[src/rtl/sha256_pkg.sv]
// Shared SHA-256 constants, round helper functions and engine state type.
package sha256_pkg;

    typedef enum logic {StIdle, StBusy} state_e;

    localparam logic [255:0] IV = {
        32'h6a09e667, 32'hbb67ae85, 32'h3c6ef372, 32'ha54ff53a,
        32'h510e527f, 32'h9b05688c, 32'h1f83d9ab, 32'h5be0cd19
    };

    localparam logic [31:0] K [64] = '{
        32'h428a2f98, 32'h71374491, 32'hb5c0fbcf, 32'he9b5dba5,
        32'h3956c25b, 32'h59f111f1, 32'h923f82a4, 32'hab1c5ed5,
        32'hd807aa98, 32'h12835b01, 32'h243185be, 32'h550c7dc3,
        32'h72be5d74, 32'h80deb1fe, 32'h9bdc06a7, 32'hc19bf174,
        32'he49b69c1, 32'hefbe4786, 32'h0fc19dc6, 32'h240ca1cc,
        32'h2de92c6f, 32'h4a7484aa, 32'h5cb0a9dc, 32'h76f988da,
        32'h983e5152, 32'ha831c66d, 32'hb00327c8, 32'hbf597fc7,
        32'hc6e00bf3, 32'hd5a79147, 32'h06ca6351, 32'h14292967,
        32'h27b70a85, 32'h2e1b2138, 32'h4d2c6dfc, 32'h53380d13,
        32'h650a7354, 32'h766a0abb, 32'h81c2c92e, 32'h92722c85,
        32'ha2bfe8a1, 32'ha81a664b, 32'hc24b8b70, 32'hc76c51a3,
        32'hd192e819, 32'hd6990624, 32'hf40e3585, 32'h106aa070,
        32'h19a4c116, 32'h1e376c08, 32'h2748774c, 32'h34b0bcb5,
        32'h391c0cb3, 32'h4ed8aa4a, 32'h5b9cca4f, 32'h682e6ff3,
        32'h748f82ee, 32'h78a5636f, 32'h84c87814, 32'h8cc70208,
        32'h90befffa, 32'ha4506ceb, 32'hbef9a3f7, 32'hc67178f2
    };

    function automatic logic [31:0] rotr(input logic [31:0] x, input int unsigned n);
        return (x >> n) | (x << (32 - n));
    endfunction

    function automatic logic [31:0] big_sigma0(input logic [31:0] x);
        return rotr(x, 2) ^ rotr(x, 13) ^ rotr(x, 22);
    endfunction

    function automatic logic [31:0] big_sigma1(input logic [31:0] x);
        return rotr(x, 6) ^ rotr(x, 11) ^ rotr(x, 25);
    endfunction

    function automatic logic [31:0] small_sigma0(input logic [31:0] x);
        return rotr(x, 7) ^ rotr(x, 18) ^ (x >> 3);
    endfunction

    function automatic logic [31:0] small_sigma1(input logic [31:0] x);
        return rotr(x, 17) ^ rotr(x, 19) ^ (x >> 10);
    endfunction

    function automatic logic [31:0] ch(input logic [31:0] x, input logic [31:0] y,
                                       input logic [31:0] z);
        return (x & y) ^ (~x & z);
    endfunction

    function automatic logic [31:0] maj(input logic [31:0] x, input logic [31:0] y,
                                        input logic [31:0] z);
        return (x & y) ^ (x & z) ^ (y & z);
    endfunction

endpackage

[src/rtl/sha256_block_core.sv]
// Iterative single-block SHA-256 compression: one round per clock, 64 rounds per block.
module sha256_block_core
    import sha256_pkg::*;
(
    input  logic         clk,
    input  logic         rst,
    input  logic [255:0] H_in,
    input  logic [511:0] M_in,
    input  logic         input_valid,
    output logic [255:0] H_out,
    output logic         output_valid
);

    state_e       state_q, state_d;
    logic [5:0]   round_q, round_d;
    logic [31:0]  work_q  [8];  // a..h, index 0 is a
    logic [31:0]  work_d  [8];
    logic [31:0]  saved_q [8];  // chaining value the block started from
    logic [31:0]  saved_d [8];
    logic [31:0]  win_q   [16]; // win_q[0] is W[t] for the current round
    logic [31:0]  win_d   [16];
    logic [255:0] hout_q, hout_d;
    logic         valid_q, valid_d;

    logic [31:0]  t1, t2, w_new;
    logic [31:0]  rot [8];

    // State register with synchronous active-low reset.
    always_ff @(posedge clk) begin
        if (!rst) begin
            state_q <= StIdle;
            round_q <= '0;
            hout_q  <= '0;
            valid_q <= 1'b0;
            for (int i = 0; i < 8; i++) begin
                work_q[i]  <= '0;
                saved_q[i] <= '0;
            end
            for (int i = 0; i < 16; i++) begin
                win_q[i] <= '0;
            end
        end else begin
            state_q <= state_d;
            round_q <= round_d;
            hout_q  <= hout_d;
            valid_q <= valid_d;
            for (int i = 0; i < 8; i++) begin
                work_q[i]  <= work_d[i];
                saved_q[i] <= saved_d[i];
            end
            for (int i = 0; i < 16; i++) begin
                win_q[i] <= win_d[i];
            end
        end
    end

    // Round datapath: compression step and next schedule word for the current round.
    always_comb begin
        t1 = work_q[7] + big_sigma1(work_q[4]) + ch(work_q[4], work_q[5], work_q[6])
             + K[round_q] + win_q[0];
        t2 = big_sigma0(work_q[0]) + maj(work_q[0], work_q[1], work_q[2]);
        // Window holds W[t..t+15]; this yields W[t+16].
        w_new = small_sigma1(win_q[14]) + win_q[9] + small_sigma0(win_q[1]) + win_q[0];
        rot[0] = t1 + t2;
        rot[1] = work_q[0];
        rot[2] = work_q[1];
        rot[3] = work_q[2];
        rot[4] = work_q[3] + t1;
        rot[5] = work_q[4];
        rot[6] = work_q[5];
        rot[7] = work_q[6];
    end

    // Next-state logic: block load in idle, round iteration and final feed-forward when busy.
    always_comb begin
        state_d = state_q;
        round_d = round_q;
        hout_d  = hout_q;
        valid_d = 1'b0;
        for (int i = 0; i < 8; i++) begin
            work_d[i]  = work_q[i];
            saved_d[i] = saved_q[i];
        end
        for (int i = 0; i < 16; i++) begin
            win_d[i] = win_q[i];
        end

        unique case (state_q)
            StIdle: begin
                if (input_valid) begin
                    for (int i = 0; i < 8; i++) begin
                        work_d[i]  = H_in[32*(7-i) +: 32];
                        saved_d[i] = H_in[32*(7-i) +: 32];
                    end
                    for (int i = 0; i < 16; i++) begin
                        win_d[i] = M_in[32*(15-i) +: 32];
                    end
                    round_d = '0;
                    state_d = StBusy;
                end
            end
            StBusy: begin
                for (int i = 0; i < 8; i++) begin
                    work_d[i] = rot[i];
                end
                for (int i = 0; i < 15; i++) begin
                    win_d[i] = win_q[i+1];
                end
                win_d[15] = w_new;
                round_d   = round_q + 6'd1;
                if (round_q == 6'd63) begin
                    for (int i = 0; i < 8; i++) begin
                        hout_d[32*(7-i) +: 32] = saved_q[i] + rot[i];
                    end
                    valid_d = 1'b1;
                    round_d = '0;
                    state_d = StIdle;
                end
            end
            default: state_d = StIdle;
        endcase
    end

    assign H_out        = hout_q;
    assign output_valid = valid_q;

endmodule

[config.mk]
export PLATFORM = sky130hd
export DESIGN_NAME = sha256_block_core
export DESIGN_NICKNAME = d
export VERILOG_FILES = /design/src/rtl/sha256_pkg.sv /design/src/rtl/sha256_block_core.sv
export SDC_FILE = /design/constraint.sdc
export NUM_CORES = 2
export LEC_CHECK = 0
export BUFFER_PORTS_ARGS = -buffer_cell sky130_fd_sc_hd__buf_2
export CAP_MARGIN = 20
export CORE_AREA = 3 3 579 466
export CTS_CLUSTER_SIZE = 40
export DETAILED_ROUTE_END_ITERATION = 7
export DIE_AREA = 0 0 582 469
export PLACE_DENSITY = 0.45
export SLEW_MARGIN = 0
export SYNTH_ARGS = -nofsm -noshare
export SYNTH_HDL_FRONTEND = slang
export SYNTH_SLANG_ARGS = --single-unit
[constraint.sdc]
create_clock -name clk -period 21.8 [get_ports clk]
set_input_delay 4.36 -clock clk [delete_from_list [all_inputs] [get_ports clk]]
set_output_delay 4.36 -clock clk [all_outputs]
set_load 0.1 [all_outputs]
==> flow_metrics.env <==
export IMPL_postCtsSetupRepairBufs=0
export IMPL_slew_violations=0
export IMPL_worstPathRequired_ns=22.52
export IMPL_worstMarginPinSlew_ns=1.15
export IMPL_synth_seq_cells=1288
export IMPL_gr_usage_all_layers=0.279
export IMPL_drc=0
export IMPL_fp_dieW_um=582
export IMPL_layout_drive_gt1_share=0.138
export IMPL_critical_path_slowest_cell="ha_1"
export IMPL_port_buffers=1027
export IMPL_cp_end_kind="register"
export IMPL_antenna_found_initial=179
export IMPL_synthMuxAreaShare=0.104
export IMPL_async_flop_share=0
export IMPL_yosys_area_top_type="dfxtp_1"
export IMPL_core_area_um2=265000
export IMPL_cts_root_buf="clkbuf_16"
export IMPL_num_io_pins=1028
export IMPL_wl_per_cell_um=28.2
export IMPL_timing_setup_tns_ns=0
export IMPL_dieArea_um2=273000
export IMPL_dpl_hpwl_um=312000
export IMPL_dp_worst_setup_slack_ns=9.22
export IMPL_grt_overflow_total=0
export IMPL_drt_pre_antenna_iters=6
export IMPL_syn_inst=9911
export IMPL_synth_most_common_cell="nor2_1"
export IMPL_crit_buf_inv=6
export IMPL_critPathMaxFanout=17
export IMPL_vias=75062
export IMPL_syn_area_per_cell_um2=7.99
export IMPL_hold_buffers=0
export IMPL_rsz0062_at_grt="no"
export IMPL_maxCapViolations=0
export IMPL_start_util=0.299
export IMPL_synth_top_area_frac=0.326
export IMPL_synth_warning_count=0
export IMPL_clockBufferDepth=4
export IMPL_status="completed"
export IMPL_setup_viol=0
export IMPL_cts_sinks=1288
export IMPL_grt_max_degree=246
export IMPL_min_path_type="reg2reg"
export IMPL_fmax_mhz=78.6
export IMPL_synthXorXnorAreaFrac=0.0628
export IMPL_crit_family="compound AO/OA/AOI/OAI gates"
export IMPL_fillCellCount=28073
export IMPL_dr_first_iter_drc_count=6750
export IMPL_synth_edf_count=0
export IMPL_gp_routability_congestion=0.926
export IMPL_synth_cell_types=81
export IMPL_cts_tree="built"
export IMPL_start_kind="register"
export IMPL_nets=11875
export IMPL_fin_ws_ns=9.08
export IMPL_slew_headroom=0.235
export IMPL_min_period_ns=12.72
export IMPL_synth_compound_area_frac=0.185
export IMPL_path_class="reg2reg"
export IMPL_synthTopCellsByArea="dfxtp_1 (33%), mux2i_1 (9.8%), a21oi_1 (8.9%)"
export IMPL_grt_first_pass_wirelength_um=545000
export IMPL_postRouteAntennaNets=0
export IMPL_multiInputGateArea_um2=49600
export IMPL_syn_to_final_growth_pct=17.0
export IMPL_clk_pin_slew_ns=0.07
export IMPL_grt_pass1_vias=69808
export IMPL_ctsResizeCount=0
export IMPL_synthSimpleGateAreaFrac=0.162
export IMPL_worst_endpoint_arrival_ns=13.44
export IMPL_crit_top_cell="a21oi_1"
export IMPL_seq_area_frac_synth=0.326
export IMPL_ctsHtreeMaxLevel=4
export IMPL_numCtsBuffers=164
export IMPL_cpPeakStageDelay_ns=0.97
export IMPL_via_per_inst=5.29
export IMPL_regArea_um2=25800
export IMPL_synth_main_ff_cell="dfxtp_1"
export IMPL_skew_ns=0.0711
export IMPL_synthTopCellsByCount="nor2_1 (1698), a21oi_1 (1411), dfxtp_1 (1288)"
export IMPL_synthesis_nets=11276
export IMPL_rows=169
export IMPL_clk_latency_ns=0.86
export IMPL_synth_top_family_by_area="compound AO/OA/AOI/OAI gates"
export IMPL_finalWirelength_um=400000
export IMPL_die_h_um=469
export IMPL_synth_adder_area_share=0.113
export IMPL_holdWs_ns=0.448
export IMPL_hold_violations=0
export IMPL_synth_cell_area_um2=79100
export IMPL_fin_crit_sh=0.583
-- cell usage in the layout (no fill, tap or decap), drive strengths merged, types with 34 or more instances in the layout --
master	n
inv	311
dfxtp	1288
nor2b	61
a31oi	47
o21ai	319
fa	195
nand3	77
xnor2	422
xor2	143
mux2i	774
a211oi	152
nor2	1698
o21bai	50
or3	37
nor3	82
clkbuf	232
a21o	202
diode	61
a21oi	1411
buf	1126
ha	399
o21a	65
nand2	1021
nand2b	61
clkinv	34
-- layer usage --
layer	up-vias	wire length, um	track usage
li1	35100	-	-
met4	182	11400	0.0760
met2	2707	175000	0.436
met5	-	1160	0
met3	587	32300	0.0665
met1	36486	180000	0.384
-- worst min-delay path: stages (launching register included) --
cell,delay [ns]
dfxtp_1,0.31
nand2_1,0.05
o21ai_1,0.05
-- area by class of cell --
type | count | area share
diodes | 61 | 0.00165
clock buffers | 232 | 0.0521
clock inverters | 54 | 0.00666
inverters | 306 | 0.0125
multi-input cells | 7624 | 0.536
flip-flops and latches | 1288 | 0.279
well taps | 3505 | 0.0474
repair buffers | 1126 | 0.0646
-- flip-flops by register name (all words and copies together) (netlist names) --
register	flops
round_q	6
state_q	1
saved_q	256
work_q	256
win_q	512
H_out	256
output_valid	1
-- cells by family after synthesis --
| kind of cell | Yosys count |
|---|---|
| fa+ha+maj | 599 |
| buf+inv | 999 |
| xor+xnor | 566 |
| compound gates | 2490 |
| mux | 811 |
| flops | 1288 |
| simple gates | 3158 |
-- final timing paths --
path / startpoint / end / slack, ns / depth (start not counted)
setup reg to reg: round_q[1]$_SDFFE_PN0P_ / H_out[254]$_SDFFE_PN0P_ / 9.08 / 49
hold / removal: H_out[180]$_SDFFE_PN0P_ / H_out[180]$_SDFFE_PN0P_ / 0.45 / 2
setup / recovery: round_q[1]$_SDFFE_PN0P_ / H_out[254]$_SDFFE_PN0P_ / 9.08 / 49
hold reg to reg: H_out[180]$_SDFFE_PN0P_ / H_out[180]$_SDFFE_PN0P_ / 0.45 / 2
-- per-stage QoR --
stage          std cells  utilization  area, um^2
2_1_floorplan       9911            -       79100
3_3_place_gp       13849        0.329       87000
3_5_place_dp       13849        0.329       87000
4_1_cts            14135        0.349       92400
5_1_grt            14161        0.350       92500
6_report           14196        0.350       92600
Power is not shown: default switching activity piles up to over one toggle a cycle in this logic, so the estimate is an artifact.
